==> src/rtl/can_pkg.sv <==
// can_pkg: shared state type, frame constants and CRC helper for the
// CAN transmitter. CAN_ACK_CHECK_EN (optional) is consumed by can_xmit.
package can_pkg;

    typedef enum logic [3:0] {
        IDLE,
        SOF,
        ARB,
        CTRL,
        DATA,
        CRC,
        CRCDEL,
        ACK,
        ACKDEL,
        EOF,
        IFS
    } canStateT;

    localparam logic [14:0] CRC_POLY  = 15'h4599;
    localparam logic [1:0]  FT_DATA   = 2'b00;
    localparam logic [1:0]  FT_REMOTE = 2'b01;
    localparam int          EOF_BITS  = 7;
    localparam int          STUFF_RUN = 5;

    // One serial CRC15 step: shift in bit b, MSB-first.
    function automatic logic [14:0] crc15_step(
        input logic [14:0] crc,
        input logic        b
    );
        logic [14:0] nxt;
        nxt = {crc[13:0], 1'b0};
        if (b ^ crc[14]) begin
            nxt = nxt ^ CRC_POLY;
        end
        return nxt;
    endfunction

endpackage

==> src/rtl/can_bit_timer.sv <==
// can_bit_timer: quantum divider and bit segment counter. bit_start marks
// the last PCLK of a bit; sample marks the last PCLK of phase segment 1.
module can_bit_timer
    import can_pkg::*;
#(
    parameter int SEG2_QUANTA = 2
) (
    input  logic       clk,
    input  logic       rst,
    input  logic [7:0] quanta_div,
    input  logic [5:0] prop_quanta,
    input  logic [5:0] seg1_quanta,
    output logic       bit_start,
    output logic       sample
);

    localparam logic [7:0] SEG2_Q = 8'(SEG2_QUANTA);

    logic [7:0] qcnt_q, qcnt_d;
    logic [7:0] tq_q, tq_d;
    logic [7:0] last_tq;
    logic [7:0] samp_tq;
    logic       q_end;

    // Quantum index 0 is sync; the bit ends after prop+seg1+seg2 more.
    always_comb begin
        samp_tq   = 8'(prop_quanta) + 8'(seg1_quanta);
        last_tq   = samp_tq + SEG2_Q;
        q_end     = (qcnt_q == quanta_div);
        bit_start = !rst && q_end && (tq_q == last_tq);
        sample    = !rst && q_end && (tq_q == samp_tq);
        qcnt_d    = q_end ? 8'd0 : qcnt_q + 8'd1;
        tq_d      = tq_q;
        if (q_end) begin
            tq_d = (tq_q == last_tq) ? 8'd0 : tq_q + 8'd1;
        end
    end

    // Counters restart from the sync quantum whenever held in reset.
    always_ff @(posedge clk) begin
        if (rst) begin
            qcnt_q <= 8'd0;
            tq_q   <= 8'd0;
        end else begin
            qcnt_q <= qcnt_d;
            tq_q   <= tq_d;
        end
    end

endmodule

==> src/rtl/can_xmit.sv <==
// can_xmit: CAN 2.0 frame builder, bit stuffer and serialiser.
// Define CAN_ACK_CHECK_EN to flag a missing dominant ACK on ack_err.
module can_xmit
    import can_pkg::*;
#(
    parameter int SEG2_QUANTA = 2,
    parameter int IFS_BITS    = 3
) (
    input  logic        PCLK,
    input  logic        PRESET,
    input  logic        startXmit,
    input  logic [7:0]  quantaDiv,
    input  logic [5:0]  propQuanta,
    input  logic [5:0]  seg1Quanta,
    input  logic [3:0]  datalen,
    input  logic        format,
    input  logic [1:0]  frameType,
    input  logic [28:0] id,
    input  logic [63:0] xmitdata,
    input  logic        rx,
    output logic        tx,
    output logic        busy,
    output logic        ack_err
);

    canStateT    state_q, state_d;
    logic [6:0]  cnt_q, cnt_d;
    logic        tx_q, tx_d;
    logic        busy_q, busy_d;
    logic        ack_err_q, ack_err_d;
    logic [14:0] crc_q, crc_d;
    logic [2:0]  run_q, run_d;

    logic [7:0]  div_q, div_d;
    logic [5:0]  prop_q, prop_d;
    logic [5:0]  seg1_q, seg1_d;
    logic [3:0]  dlc_q, dlc_d;
    logic        ext_q, ext_d;
    logic        rtr_q, rtr_d;
    logic [28:0] id_q, id_d;
    logic [63:0] data_q, data_d;

    logic        bit_start;
    logic        sample_pt;
    logic        timer_rst;

    logic [31:0] arb_vec;
    logic [5:0]  ctrl_vec;
    logic [6:0]  data_bits;
    logic [6:0]  field_last;
    canStateT    nxt_state;
    logic [6:0]  nxt_cnt;
    logic        nxt_bit;
    logic        in_stuff;

    assign timer_rst = PRESET || (state_q == IDLE);

    can_bit_timer #(
        .SEG2_QUANTA(SEG2_QUANTA)
    ) u_timer (
        .clk        (PCLK),
        .rst        (timer_rst),
        .quanta_div (div_q),
        .prop_quanta(prop_q),
        .seg1_quanta(seg1_q),
        .bit_start  (bit_start),
        .sample     (sample_pt)
    );

    // Frame geometry: the field position and value of the next bit.
    always_comb begin
        if (ext_q) begin
            arb_vec = {id_q[28:18], 1'b1, 1'b1, id_q[17:0], rtr_q};
        end else begin
            arb_vec = {id_q[28:18], rtr_q, 20'd0};
        end
        ctrl_vec = {2'b00, dlc_q};
        if (rtr_q) begin
            data_bits = 7'd0;
        end else if (dlc_q > 4'd8) begin
            data_bits = 7'd64;
        end else begin
            data_bits = {dlc_q, 3'b000};
        end

        unique case (state_q)
            ARB:     field_last = ext_q ? 7'd31 : 7'd11;
            CTRL:    field_last = 7'd5;
            DATA:    field_last = data_bits - 7'd1;
            CRC:     field_last = 7'd14;
            EOF:     field_last = 7'(EOF_BITS - 1);
            IFS:     field_last = 7'(IFS_BITS - 1);
            default: field_last = 7'd0;
        endcase

        nxt_state = state_q;
        nxt_cnt   = cnt_q + 7'd1;
        if (cnt_q == field_last) begin
            nxt_cnt = 7'd0;
            unique case (state_q)
                SOF:     nxt_state = ARB;
                ARB:     nxt_state = CTRL;
                CTRL:    nxt_state = (data_bits != 7'd0) ? DATA : CRC;
                DATA:    nxt_state = CRC;
                CRC:     nxt_state = CRCDEL;
                CRCDEL:  nxt_state = ACK;
                ACK:     nxt_state = ACKDEL;
                ACKDEL:  nxt_state = EOF;
                EOF:     nxt_state = (IFS_BITS > 0) ? IFS : IDLE;
                default: nxt_state = IDLE;
            endcase
        end

        unique case (nxt_state)
            SOF:     nxt_bit = 1'b0;
            ARB:     nxt_bit = arb_vec[5'd31 - nxt_cnt[4:0]];
            CTRL:    nxt_bit = ctrl_vec[3'd5 - nxt_cnt[2:0]];
            DATA:    nxt_bit = data_q[6'd63 - nxt_cnt[5:0]];
            CRC:     nxt_bit = crc_q[4'd14 - nxt_cnt[3:0]];
            default: nxt_bit = 1'b1;
        endcase

        in_stuff = state_q inside {SOF, ARB, CTRL, DATA, CRC};
    end

    // Next state: accept, stuff-or-advance on each bit boundary, ACK check.
    always_comb begin
        state_d   = state_q;
        cnt_d     = cnt_q;
        tx_d      = tx_q;
        busy_d    = busy_q;
        ack_err_d = ack_err_q;
        crc_d     = crc_q;
        run_d     = run_q;
        div_d     = div_q;
        prop_d    = prop_q;
        seg1_d    = seg1_q;
        dlc_d     = dlc_q;
        ext_d     = ext_q;
        rtr_d     = rtr_q;
        id_d      = id_q;
        data_d    = data_q;

        if (state_q == IDLE) begin
            if (startXmit && !frameType[1]) begin
                div_d     = quantaDiv;
                prop_d    = propQuanta;
                seg1_d    = seg1Quanta;
                dlc_d     = datalen;
                ext_d     = format;
                rtr_d     = (frameType == FT_REMOTE);
                id_d      = id;
                data_d    = xmitdata;
                state_d   = SOF;
                cnt_d     = 7'd0;
                tx_d      = 1'b0;
                busy_d    = 1'b1;
                ack_err_d = 1'b0;
                crc_d     = 15'd0;
                run_d     = 3'd1;
            end
        end else if (bit_start) begin
            if (in_stuff && run_q == 3'(STUFF_RUN)) begin
                tx_d  = ~tx_q;
                run_d = 3'd1;
            end else begin
                state_d = nxt_state;
                cnt_d   = nxt_cnt;
                tx_d    = nxt_bit;
                if (nxt_bit != tx_q) begin
                    run_d = 3'd1;
                end else if (run_q != 3'd7) begin
                    run_d = run_q + 3'd1;
                end
                if (nxt_state inside {ARB, CTRL, DATA}) begin
                    crc_d = crc15_step(crc_q, nxt_bit);
                end
                if (nxt_state == IDLE) begin
                    busy_d = 1'b0;
                end
            end
        end

`ifdef CAN_ACK_CHECK_EN
        if (state_q == ACK && sample_pt && rx) begin
            ack_err_d = 1'b1;
        end
`else
        ack_err_d = 1'b0;
`endif
    end

`ifndef CAN_ACK_CHECK_EN
    logic unused_ack;
    assign unused_ack = rx ^ sample_pt;
`endif

    // State, serialiser and shadow configuration registers.
    always_ff @(posedge PCLK) begin
        if (PRESET) begin
            state_q   <= IDLE;
            cnt_q     <= 7'd0;
            tx_q      <= 1'b1;
            busy_q    <= 1'b0;
            ack_err_q <= 1'b0;
            crc_q     <= 15'd0;
            run_q     <= 3'd0;
            div_q     <= 8'd0;
            prop_q    <= 6'd0;
            seg1_q    <= 6'd0;
            dlc_q     <= 4'd0;
            ext_q     <= 1'b0;
            rtr_q     <= 1'b0;
            id_q      <= 29'd0;
            data_q    <= 64'd0;
        end else begin
            state_q   <= state_d;
            cnt_q     <= cnt_d;
            tx_q      <= tx_d;
            busy_q    <= busy_d;
            ack_err_q <= ack_err_d;
            crc_q     <= crc_d;
            run_q     <= run_d;
            div_q     <= div_d;
            prop_q    <= prop_d;
            seg1_q    <= seg1_d;
            dlc_q     <= dlc_d;
            ext_q     <= ext_d;
            rtr_q     <= rtr_d;
            id_q      <= id_d;
            data_q    <= data_d;
        end
    end

    assign tx      = tx_q;
    assign busy    = busy_q;
    assign ack_err = ack_err_q;

endmodule

==> config.mk <==
export PLATFORM = sky130hd
export DESIGN_NAME = can_xmit
export DESIGN_NICKNAME = d
export VERILOG_FILES = /design/src/rtl/can_pkg.sv /design/src/rtl/can_bit_timer.sv /design/src/rtl/can_xmit.sv
export SDC_FILE = /design/constraint.sdc
export NUM_CORES = 1
export LEC_CHECK = 0
export ABC_AREA = 1
export CAP_MARGIN = 10
export CORE_MARGIN = 1
export CORE_UTILIZATION = 49
export CTS_BUF_LIST = sky130_fd_sc_hd__clkbuf_8 sky130_fd_sc_hd__clkbuf_16
export DETAILED_ROUTE_END_ITERATION = 10
export PLACE_DENSITY = 0.81
export SETUP_SLACK_MARGIN = 0.3
export SLEW_MARGIN = 20
export SYNTH_ARGS = -nofsm -noshare
export SYNTH_HDL_FRONTEND = slang
export SYNTH_SLANG_ARGS = --single-unit
==> constraint.sdc <==
create_clock -name PCLK -period 9.1 [get_ports PCLK]
set_clock_uncertainty 0.05 [all_clocks]
set_input_delay 1.82 -clock PCLK [delete_from_list [all_inputs] [get_ports PCLK]]
set_output_delay 1.82 -clock PCLK [all_outputs]
set_load 0.01 [all_outputs]
* Yosys cells after proc, flatten, opt, wreduce, memory -nomap -nowiden
Cells that the tools add are included.
** Storage, ports and cells
- Word-level logic and storage cells :: 130
- Input port bits :: 124
- Register bits :: 166
** Operators by class
- $lt $le $gt $ge :: 5
- Add/sub/neg operators :: 11
- Equal/unequal tests :: 24
- Reduce and logical (&&, ||, !) cells :: 23
- Bitwise operators :: 3
- Multiplexer cells :: 48
** Operators by type and width (number)
- $mux 15 :: 6
- $mux 7 :: 7
- $pmux 7 s6 :: 1
- $pmux 4 s9 :: 1
- $eq 4x3->1 const B :: 6
- $mux 21 :: 1
- $mux 4 :: 5
- $mux 3 :: 6
- $add 8x1->8 const B :: 2
- $eq 4x2->1 const B :: 4
- $eq 8x8->1 :: 2
- $mux 1 :: 14
- $eq 4x4->1 const B :: 3
- $add 8x2->8 const B :: 1
- $eq 4x1->1 const B :: 2
- $logic_not 4->1 :: 2
- $mux 8 :: 1
- $reduce_and 4->1 :: 2
- $add 6x6->7 :: 1
- $add 7x1->7 const B :: 1
- $eq 7x7->1 :: 1
- $lt 6x7->1 const B :: 1
- $not 7->7 :: 1
- $reduce_bool 7->1 :: 1
- 34 further kinds :: 42

* Depth between registers and ports, before layout
Gate-level depths: netlist of run 1.
- Depth in word-level cells :: 17
- Gate-level depth with buffers :: 35
- Gate-level depth less buffers :: 34

* Hierarchy
A second synthesis of run 1 with hierarchy kept.
** Unflattened totals
- Cells, all modules :: 1398
- Area total of the unflattened synthesis :: 9140.0 um^2
** By module, submodules not included
- can_xmit :: area each 7627.3 um^2, instances 1, cells an instance 1153
- can_bit_timer :: area each 1512.7 um^2, instances 1, cells an instance 245

* Worst setup path after synthesis of run 1
No wires, ideal clock.
- Path type :: input -> register
- Start point :: in PRESET
- End point :: reg crc_q[10]
- Stages on the path :: 12
- Buffers on the path :: 2
- Setup time :: 132 ps
- Arrival time :: 3256 ps
- Path slack :: 5662 ps
- Path through :: clkbuf_1 -> nor2_1 -> nand2_1 -> inv_1 -> nand2_1 -> nand2_1 -> nand2_1 -> a21oi_2 -> inv_2 -> clkbuf_1 -> nand3_1 -> a21oi_1
** On the way
- Longest elaborated chain between the ends :: 6
** RTL lines
- start: declaration :: line can_xmit.sv:10 : input logic PRESET,
- $logic_or 1x1->1 :: line can_xmit.sv:56 : assign timer_rst = PRESET || (state_q == IDLE);
- $logic_not 1->1 :: line can_bit_timer.sv:30 : bit_start = !rst && q_end && (tq_q == last_tq);
- $logic_and 1x1->1 (2 in a row) :: line can_bit_timer.sv:30
- $reduce_bool 2->1 (no source line)
- $reduce_and 4->1 (no source line)
- end signal: assignment :: line can_xmit.sv:222 : crc_q <= crc_d;
- end: declaration :: line can_xmit.sv:31 : logic [14:0] crc_q, crc_d;
Parallel ways exist; a longest one is shown, timed or not.
A chain may end at the register's enable or synchronous reset.

* Final worst setup path of run 1
- Start point :: reg rtr_q
- End point :: reg run_q[1]
** On the way
- Longest elaborated chain between the ends :: 14
- Elaborated cells on any way between the ends :: 35
- Those cells by class :: 5 x add/sub; 7 x eq/ne; 20 x mux; 3 x reduce/logical
** RTL lines
- start: declaration :: line can_xmit.sv:39 : logic rtr_q, rtr_d;
- start signal: assignment :: line can_xmit.sv:229 : rtr_q <= rtr_d;
- $mux 7 :: line can_xmit.sv:78 : if (rtr_q) begin
- $sub 7x1->7 :: line can_xmit.sv:89 : DATA: field_last = data_bits - 7'd1;
- $pmux 7 s6 :: line can_xmit.sv:86 : unique case (state_q)
- $eq 7x7->1 :: line can_xmit.sv:98 : if (cnt_q == field_last) begin
- $mux 7 :: line can_xmit.sv:98
- $sub 6x6->6, or another cell as far along :: line can_xmit.sv:118 : DATA: nxt_bit = data_q[6'd63 - nxt_cnt[5:0]];
- $bmux 1 s6, or another cell as far along :: line can_xmit.sv:118
- $mux 1, on equally long branches
- $pmux 1 s5 (*) :: line can_xmit.sv:114 : unique case (nxt_state)
- $ne 1x1->1 (*) :: line can_xmit.sv:170 : if (nxt_bit != tx_q) begin
- $mux 3 :: line can_xmit.sv:170
- $mux 3 :: line can_xmit.sv:163 : if (in_stuff && run_q == 3'(STUFF_RUN)) begin
- $mux 3 :: line can_xmit.sv:162 : end else if (bit_start) begin
- $mux 3 :: line can_xmit.sv:144 : if (state_q == IDLE) begin
- end signal: assignment :: line can_xmit.sv:223 : run_q <= run_d;
- end: declaration :: line can_xmit.sv:32 : logic [2:0] run_q, run_d;
Mark *: on every way between the ends. The rest lies on a longest branch, timed or not. The select of a mux whose other input is x is not followed.

==> flow_summary.json, run 1 <==
{
  "synthesis.area_sq_um": 8660,
  "layout-drive-gt1-share": 0.0584,
  "fillers": 1605,
  "fin_tns_setup_ns": 0,
  "drt_iter0_drc": 662,
  "tightest_slew_ns": 1.09,
  "clock_sinks": 166,
  "post-route-drc-count": 0,
  "initial_utilization": 0.501,
  "min_from": "id_q[28]",
  "startpoint": "rtr_q",
  "numCtsBuffers": 17,
  "synth_compound_area_frac": 0.137,
  "top_layer_used": "met4",
  "antenna_cells": 0,
  "slew_violations": 0,
  "avgSynthCellArea_sq_um": 6.77,
  "cp-end-kind": "flop",
  "grt_pass1_vias": 8108,
  "period_minus_slack_ns": 5.46,
  "firstDrtPassIters": 5,
  "synthAdderAreaFrac": 0.0269,
  "nets": 1501,
  "via_count": 8678,
  "r2r-end": "run_q[1]",
  "core_sq_um": 17300,
  "synth-xor-area-share": 0.0293,
  "yosys.area_share.simple": 0.349,
  "wl_met1_mm": 9.99,
  "hold_viol": 0,
  "reg2regPathDepth": 30,
  "worstPathMaxFanout": 24,
  "ys_seq_area_frac": 0.384,
  "cp-endpoint": "run_q[1]",
  "row_count": 48,
  "dieArea_sq_um": 18200,
  "viasPerCell": 5.44,
  "pwr-share-comb": 0.492,
  "routed_wl_mm": 22.8,
  "critPathMostFrequentCell": "nand2_1",
  "gp_congestion": 0.878,
  "cts_setup_buffers": 0,
  "ys_ff_latch": 166,
  "synthTopCellsByCount": "263 x nor2_1, 209 x nand2_1, 166 x dfxtp_1, 159 x nand3_1, 131 x o21ai_0",
  "grt_max_degree": 123,
  "max-clock-path-buffers": 2,
  "synth_area_leaders": "dfxtp_1 38%, nor2_1 11%, nand3_1 9.2%",
  "synth_ff_type": "dfxtp_1",
  "critPathRequiredTime_ns": 9.37,
  "yosysUniqueCellTypes": 47,
  "fmax_mhz": 183,
  "pwr-share-seq": 0.302,
  "dp_hpwl_mm": 15.1,
  "power.density_nw_per_um2": 313,
  "leakagePower_nw": 4.50,
  "synth_top_family_by_area": "simple AND/OR/NAND/NOR gates",
  "syn_to_final_growth_pct": 20.9,
  "clk_pin_slew_ns": 0.06,
  "met2_length_mm": 10.7,
  "cap_violations": 0,
  "cts_resized": 0,
  "fin_crit_sh": 0.600,
  "dp_cells": 1565,
  "yosysTopAreaCell": "dfxtp_1",
  "arrival_ns": 5.74,
  "port_buffers": 124,
  "grt_pass1_wl_mm": 37.9,
  "h-tree-depth": 4,
  "rsz0062_at_grt": "false",
  "slowest_delay_ns": 0.92,
  "ios": 127,
  "syn_inst": 1279,
  "crit_slowest_cell": "nand2_1",
  "status": "completed",
  "overflow": 0,
  "synth_edf_count": 0,
  "relSlewSlack": 0.276,
  "worst_hold_slack_ns": 0.403,
  "hold_class": "flop to flop",
  "clk_latency_ns": 0.43,
  "holdBufCountCts": 0,
  "synth_fp_nets": 1421,
  "synth_top_area_share": 0.384,
  "antenna_found_initial": 0,
  "root_buffer": "clkbuf_16",
  "final_cells": 1596,
  "die_h_um": 135,
  "clkPwrFrac": 0.206,
  "p_switching_mw": 1.48,
  "grtUsageTotal": 0.259,
  "critical_path_class": "flop to flop",
  "die_w_um": 135,
  "cts_tree": "built",
  "min_path_cells": 2,
  "ant_nets": 0,
  "async_reset_ff_frac": 0,
  "wl_per_cell_um": 14.3,
  "irDropWorstVdd_uv": 202,
  "setup_violations": 0,
  "worst_r2r_startpoint": "rtr_q",
  "p_int_mw": 1.80,
  "p_sw_frac": 0.451,
  "total_power_mw": 3.27,
  "r2r_slack_ns": 3.64,
  "start_kind": "flop",
  "synth_mux_area_frac": 0,
  "yosysWarnings": 0,
  "yosysMostFrequentCell": "nor2_1",
  "wl_met3_mm": 1.47
}
==> placed cells by master (no fill, tap or decap), types with 5 or more instances in the layout <==
master | netlist | layout
buf_4 | 9 | 6
clkbuf_16 | 0 | 17
a21oi_1 | 55 | 55
nand3_2 | 5 | 5
clkdlybuf4s50_1 | 0 | 124
nand2_2 | 5 | 5
xor2_1 | 23 | 23
a211oi_1 | 7 | 7
dfxtp_1 | 166 | 166
xnor2_1 | 6 | 6
nand3_1 | 159 | 159
inv_1 | 74 | 77
inv_2 | 11 | 12
o21ai_0 | 131 | 131
or2_2 | 5 | 5
nor3b_1 | 6 | 6
nand2_1 | 209 | 209
nor2_1 | 263 | 263
ha_1 | 17 | 17
nand4_1 | 11 | 11
nand3b_1 | 6 | 6
==> critical path, delay by kind of cell (launching register included) <==
| family | cells | cell delay [ns] |
|---|---|---|
| fa+ha+maj | 2 | 0.86 |
| flops | 1 | 0.31 |
| buf+inv | 7 | 1.05 |
| simple gates | 20 | 2.95 |
| compound gates | 1 | 0.10 |
==> registers in the layout, summed over array words and instances (netlist names), 3 cells and up <==
register	count
state_q	4
cnt_q	7
id_q	29
data_q	64
u_timer.qcnt_q	8
prop_q	6
crc_q	15
run_q	3
u_timer.tq_q	8
dlc_q	4
div_q	8
seg1_q	6
==> power groups by stage <==
stage	clock, mW	combinational (mW)	sequential (mW)
2_1_floorplan	0	1.25	0.969
3_3_place_gp	0	1.55	0.995
3_5_place_dp	0	1.58	0.998
4_1_cts	0.679	1.60	0.986
5_1_grt	0.707	1.79	1.01
6_report	0.673	1.61	0.989
==> per-stage QoR <==
| step | utilization | area (sq um) | setup WS, ns |
|---|---|---|---|
| 2_1_floorplan | - | 8660 | 5.66 |
| 3_3_place_gp | 0.574 | 9920 | 3.84 |
| 3_5_place_dp | 0.574 | 9920 | 3.79 |
| 4_1_cts | 0.605 | 10500 | 3.73 |
| 5_1_grt | 0.605 | 10500 | 3.21 |
| 6_report | 0.605 | 10500 | 3.64 |
==> final cells by class <==
type / count / area, sq um / share of cell area
multi-input combinational: 957 / 4700 / 0.449
tap: 225 / 282 / 0.0269
clock inverter: 12 / 91.3 / 0.00872
timing repair buffer: 130 / 1290 / 0.123
inverter: 87 / 329 / 0.0314
sequential: 166 / 3320 / 0.317
clock buffer: 19 / 453 / 0.0433
==> routing by layer <==
metal / global-route usage / up-vias
li1: - / 4355
met1: 0.330 / 3964
met2: 0.425 / 308
met3: 0.0484 / 51
met4: 0.119 / 0
met5: 0 / -
==> how the worst min path moves through the flow <==
stage / end / slack (ns)
after CTS: id_q[28] / 0.41
after global routing: id_q[14] / 0.43
after detailed placement: id_q[6] / 0.40
after floorplan: id_q[0] / 0.38
final: id_q[28] / 0.40
after global placement: data_q[44] / 0.39
==> logic make-up after synthesis <==
kind of cell	after synthesis
buffers and inverters	156
other	1
adders and majority gates	18
DFF	166
xor gates and xnor gates	29
AOI/OAI and AO/OA	218
and+or+nand+nor	691
No activity file was read; power rests on OpenSTA's default activity.
==> run 2, diff against run 1 <==
==> constraint.sdc (replaced) <==
create_clock -name PCLK -period 5.2 [get_ports PCLK]
set_clock_uncertainty 0.05 [all_clocks]
set_input_delay 1.04 -clock PCLK [delete_from_list [all_inputs] [get_ports PCLK]]
set_output_delay 1.04 -clock PCLK [all_outputs]
set_load 0.01 [all_outputs]
==> flow_summary.json, run 2 (synthesized netlist as in run 1, its figures left out) <==
{
  "status": "completed",
  "final_area_sq_um": 10600,
  "irDropWorstVdd_uv": 335,
  "die_h_um": 135,
  "routed_wl_mm": 22.8,
  "slew_violations": 0,
  "crit_slowest_cell": "ha_1",
  "via_count": 8563,
  "clock_sinks": 166,
  "critPathRequiredTime_ns": 5.43,
  "worst_r2r_startpoint": "rtr_q",
  "hold_class": "flop to flop",
  "post-route-drc-count": 0,
  "dp_cells": 1574,
  "initial_utilization": 0.501,
  "gp_congestion": 0.883,
  "grt_pass1_wl_mm": 37.7,
  "row_count": 48,
  "overflow": 0,
  "start_kind": "flop",
  "power.density_nw_per_um2": 556,
  "port_buffers": 124,
  "firstDrtPassIters": 5,
  "cts_setup_buffers": 0,
  "fmax_mhz": 239,
  "startpoint": "rtr_q",
  "critPathMostFrequentCell": "nand3_1",
  "layout-drive-gt1-share": 0.0660,
  "fin_tns_setup_ns": 0,
  "ant_nets": 0,
  "place_ws_ns": 0.765,
  "fin_util": 0.613,
  "root_buffer": "clkbuf_16",
  "reg_top3": "data_q x64, id_q x29, crc_q x15",
  "wl_per_cell_um": 14.2,
  "clk_latency_ns": 0.43,
  "slowest_delay_ns": 0.44,
  "grtUsageTotal": 0.257,
  "grt_pass1_vias": 7950,
  "ios": 127,
  "core_sq_um": 17300,
  "final_cells": 1604,
  "total_power_mw": 5.89,
  "max-clock-path-buffers": 2,
  "leakagePower_nw": 4.57,
  "tightest_slew_ns": 0.920,
  "cts_tree": "built",
  "clk_pin_slew_ns": 0.06,
  "dieArea_sq_um": 18200,
  "cap_violations": 0,
  "rsz0062_at_grt": "false",
  "setup_violations": 0,
  "final_common_cell": "nor2_1",
  "h-tree-depth": 4,
  "worstPathMaxFanout": 22,
  "worst_hold_slack_ns": 0.404,
  "dpl_cell_area_sq_um": 9990,
  "antenna_found_initial": 0,
  "layout_common_cells": "263 x nor2_1, 209 x nand2_1, 166 x dfxtp_1",
  "min_from": "id_q[2]",
  "grt_max_degree": 100,
  "cp-end-kind": "flop",
  "numCtsBuffers": 17,
  "fin_crit_sh": 0.805,
  "dp_hpwl_mm": 15.3,
  "arrival_ns": 4.41,
  "hold_viol": 0,
  "critical_path_class": "flop to flop",
  "syn_to_final_growth_pct": 22.4,
  "relSlewSlack": 0.386,
  "period_minus_slack_ns": 4.18,
  "die_w_um": 135,
  "antenna_cells": 0,
  "largest_register": "data_q",
  "drt_iter0_drc": 697,
  "viasPerCell": 5.34,
  "nets": 1510,
  "largest_reg_flops": 64,
  "setup_ws_ns": 1.02
}
## run 2: final cells by class
type                       count  area [sq um]
inverter                      87           329
sequential                   166          3320
multi-input combinational    957          4710
clock inverter                11           150
fill                        1596          6700
timing repair buffer         139          1350
tap                          225           282
clock buffer                  19           453
## run 2: path summary, 6_finish.rpt
kind	end	depth (start not counted)	slack, ns
min reg2reg	id_q[2]	2	0.40
min	id_q[2]	2	0.40
max	crc_q[4]	28	1.02
max reg2reg	crc_q[4]	28	1.02
## run 2: repair_timing
item	CTS	global route
hold buffers	0	0
gates resized for setup	0	1
endpoints found under the setup margin	0	4
## run 2: where the power goes
part,switching (mW),internal [mW]
clock network,0.521,0.779
logic,1.90,0.956
registers,0.178,1.55
total,2.60,3.29
## run 2: metal layers
layer | part of all wire | global-route usage | wire (um)
met1 | 0.45 | 0.337 | 10300
met2 | 0.47 | 0.426 | 10700
met3 | 0.060 | 0.0495 | 1360
met4 | 0.018 | 0.0811 | 403
met5 | 0 | 0 | 0
## run 2: worst max-delay path: cells and delay by family (launching register included)
kind,cells,cell delay (ns)
DFF,1,0.31
and+or+nand+nor,17,1.91
AOI/OAI and AO/OA,2,0.17
adders and majority gates,2,0.79
buffers and inverters,7,0.78
==> run 3, diff against run 2 <==
--- a/config.mk
+++ b/config.mk
@@ -11,7 +11,7 @@
 export CORE_UTILIZATION = 49
 export CTS_BUF_LIST = sky130_fd_sc_hd__clkbuf_8 sky130_fd_sc_hd__clkbuf_16
 export DETAILED_ROUTE_END_ITERATION = 10
-export PLACE_DENSITY = 0.81
+export PLACE_DENSITY = 0.84
 export SETUP_SLACK_MARGIN = 0.3
 export SLEW_MARGIN = 20
 export SYNTH_ARGS = -nofsm -noshare
==> constraint.sdc (replaced) <==
create_clock -name PCLK -period 3.8 [get_ports PCLK]
set_clock_uncertainty 0.05 [all_clocks]
set_input_delay 0.76 -clock PCLK [delete_from_list [all_inputs] [get_ports PCLK]]
set_output_delay 0.76 -clock PCLK [all_outputs]
set_load 0.01 [all_outputs]
==> flow_summary.json, run 3 (synthesized netlist as in run 1, its figures left out) <==
{
  "status": "completed",
  "relSlewSlack": 0.429,
  "overflow": 0,
  "r2r-end": "run_q[1]",
  "start_kind": "flop",
  "cts_tree": "built",
  "cp-end-kind": "flop",
  "viasPerCell": 5.57,
  "layout_common_cells": "262 x nor2_1, 195 x nand2_1, 161 x dfxtp_1",
  "crit_family": "simple AND/OR/NAND/NOR gates",
  "cap_violations": 0,
  "final_common_cell": "nor2_1",
  "total_power_mw": 9.15,
  "critical_path_class": "flop to flop",
  "setup_violations": 0,
  "fmax_mhz": 291,
  "power.density_nw_per_um2": 813,
  "period_minus_slack_ns": 3.44,
  "startpoint": "rtr_q",
  "p_switching_mw": 4.03,
  "drt_iter0_drc": 838,
  "fin_util": 0.651,
  "multi_input_area_sq_um": 4980,
  "routed_wl_mm": 24.7,
  "critPathMostFrequentCell": "nand2_1",
  "largest_reg_flops": 64,
  "seq_area_sq_um": 3330,
  "p_int_mw": 5.12,
  "r2r_slack_ns": 0.36,
  "grt_pass1_wl_mm": 39.0,
  "grt_pass1_vias": 8377,
  "hold_class": "flop to flop",
  "rsz0062_at_grt": "true",
  "die_h_um": 135,
  "layout-drive-gt1-share": 0.121,
  "tightest_slew_ns": 0.856,
  "worst-path-buf-inv": 4,
  "nets": 1541,
  "grtUsageTotal": 0.266,
  "post-route-drc-count": 0,
  "via_count": 9109,
  "clock_sinks": 166,
  "clkPwrFrac": 0.199,
  "worst_hold_slack_ns": 0.410,
  "fillers": 1418,
  "worstPathMaxFanout": 19,
  "p_sw_frac": 0.440,
  "numCtsBuffers": 17,
  "fin_tns_setup_ns": 0,
  "final_area_sq_um": 11300,
  "fin_crit_sh": 0.905,
  "initial_utilization": 0.501,
  "root_buffer": "clkbuf_16",
  "max-clock-path-buffers": 2,
  "worst_r2r_startpoint": "rtr_q",
  "row_count": 48,
  "reg_top3": "data_q x64, id_q x29, crc_q x15",
  "gp_congestion": 0.892,
  "dpl_cell_area_sq_um": 10100,
  "critPathRequiredTime_ns": 4.11,
  "die_w_um": 135,
  "core_sq_um": 17300,
  "clk_pin_slew_ns": 0.06,
  "pwr-share-seq": 0.259,
  "grt_max_degree": 157,
  "arrival_ns": 3.75,
  "antenna_found_initial": 0,
  "cp-endpoint": "run_q[1]",
  "hold_viol": 0,
  "wl_per_cell_um": 15.1,
  "leakagePower_nw": 4.84,
  "syn_to_final_growth_pct": 30.0,
  "irDropWorstVdd_uv": 500,
  "port_buffers": 124,
  "clk_latency_ns": 0.42,
  "ant_nets": 0,
  "h-tree-depth": 4,
  "dp_hpwl_mm": 15.9,
  "crit_slowest_cell": "dfxtp_2",
  "firstDrtPassIters": 6,
  "worst-path-stages": 30,
  "holdBufCountCts": 0,
  "ios": 127,
  "slowest_delay_ns": 0.34,
  "pwr-share-comb": 0.542,
  "largest_register": "data_q",
  "slew_violations": 0,
  "reg2regPathDepth": 30,
  "antenna_cells": 0,
  "dieArea_sq_um": 18200
}
-- run 3: cell types whose count changed in the layout (fill, tap and decap cells not counted), moves of 4 or more --
cell / change
nand2_4: +4
nand2_1: -14
buf_12: +4
nand3_2: +10
a21oi_1: -4
nand2_2: +9
nand3_1: -14
buf_4: +17
buf_6: +7
nand3_4: +4
dfxtp_1: -5
-- run 3: layout make-up --
| cell class | instances | share of cell area |
|---|---|---|
| timing repair buffer | 170 | 0.151 |
| multi-input combinational | 957 | 0.442 |
| clock buffer | 18 | 0.0390 |
| inverter | 87 | 0.0310 |
| sequential | 166 | 0.296 |
| tap | 225 | 0.0250 |
| clock inverter | 13 | 0.0160 |
-- run 3: worst min-delay path by stage --
stage                    start          to  slack, ns  cells after the start
floorplan              id_q[0]     id_q[0]       0.38                      2
global placement    data_q[44]  data_q[44]       0.39                      2
detailed placement     id_q[0]     id_q[0]       0.40                      2
CTS                    id_q[0]     id_q[0]       0.41                      2
global route        data_q[40]  data_q[40]       0.43                      2
finish                id_q[27]    id_q[27]       0.41                      2
-- run 3: timing repair --
item,CTS,global route
gates resized for setup,8,78
setup endpoints to repair,19,31
buffers inserted,3,13
pin swaps,1,29
gates cloned,0,1
-- run 3: per-stage QoR --
step | std cells | setup slack (ns)
detailed placement | 1588 | 0.206
global placement | 1588 | 0.241
CTS | 1622 | 0.306
floorplan | 1279 | 0.459
finish | 1636 | 0.360
global route | 1636 | 0.104
-- run 3: power groups by stage --
| stage | Sequential [mW] | Combinational [mW] | Clock (mW) |
|---|---|---|---|
| after CTS | 2.35 | 4.24 | 1.83 |
| after global routing | 2.41 | 5.39 | 1.91 |
| after global placement | 2.37 | 3.98 | 0 |
| final | 2.37 | 4.95 | 1.82 |
| after floorplan | 2.32 | 3.00 | 0 |
| after detailed placement | 2.38 | 4.08 | 0 |
-- run 3: worst register-to-register path, delay by kind of cell (launching register included) --
family | cells | cell delay (ns)
AOI/OAI and AO/OA | 1 | 0.16
adders and majority gates | 1 | 0.27
and+or+nand+nor | 24 | 2.11
DFF | 1 | 0.34
buffers and inverters | 4 | 0.44
-- run 3: routing by layer --
layer  GRT usage  vias up  share of wire
met5           0        -              0
met4       0.109        0          0.032
met3      0.0402       68          0.070
met2       0.442      404           0.48
met1       0.343     4201           0.42
li1            -     4436              -
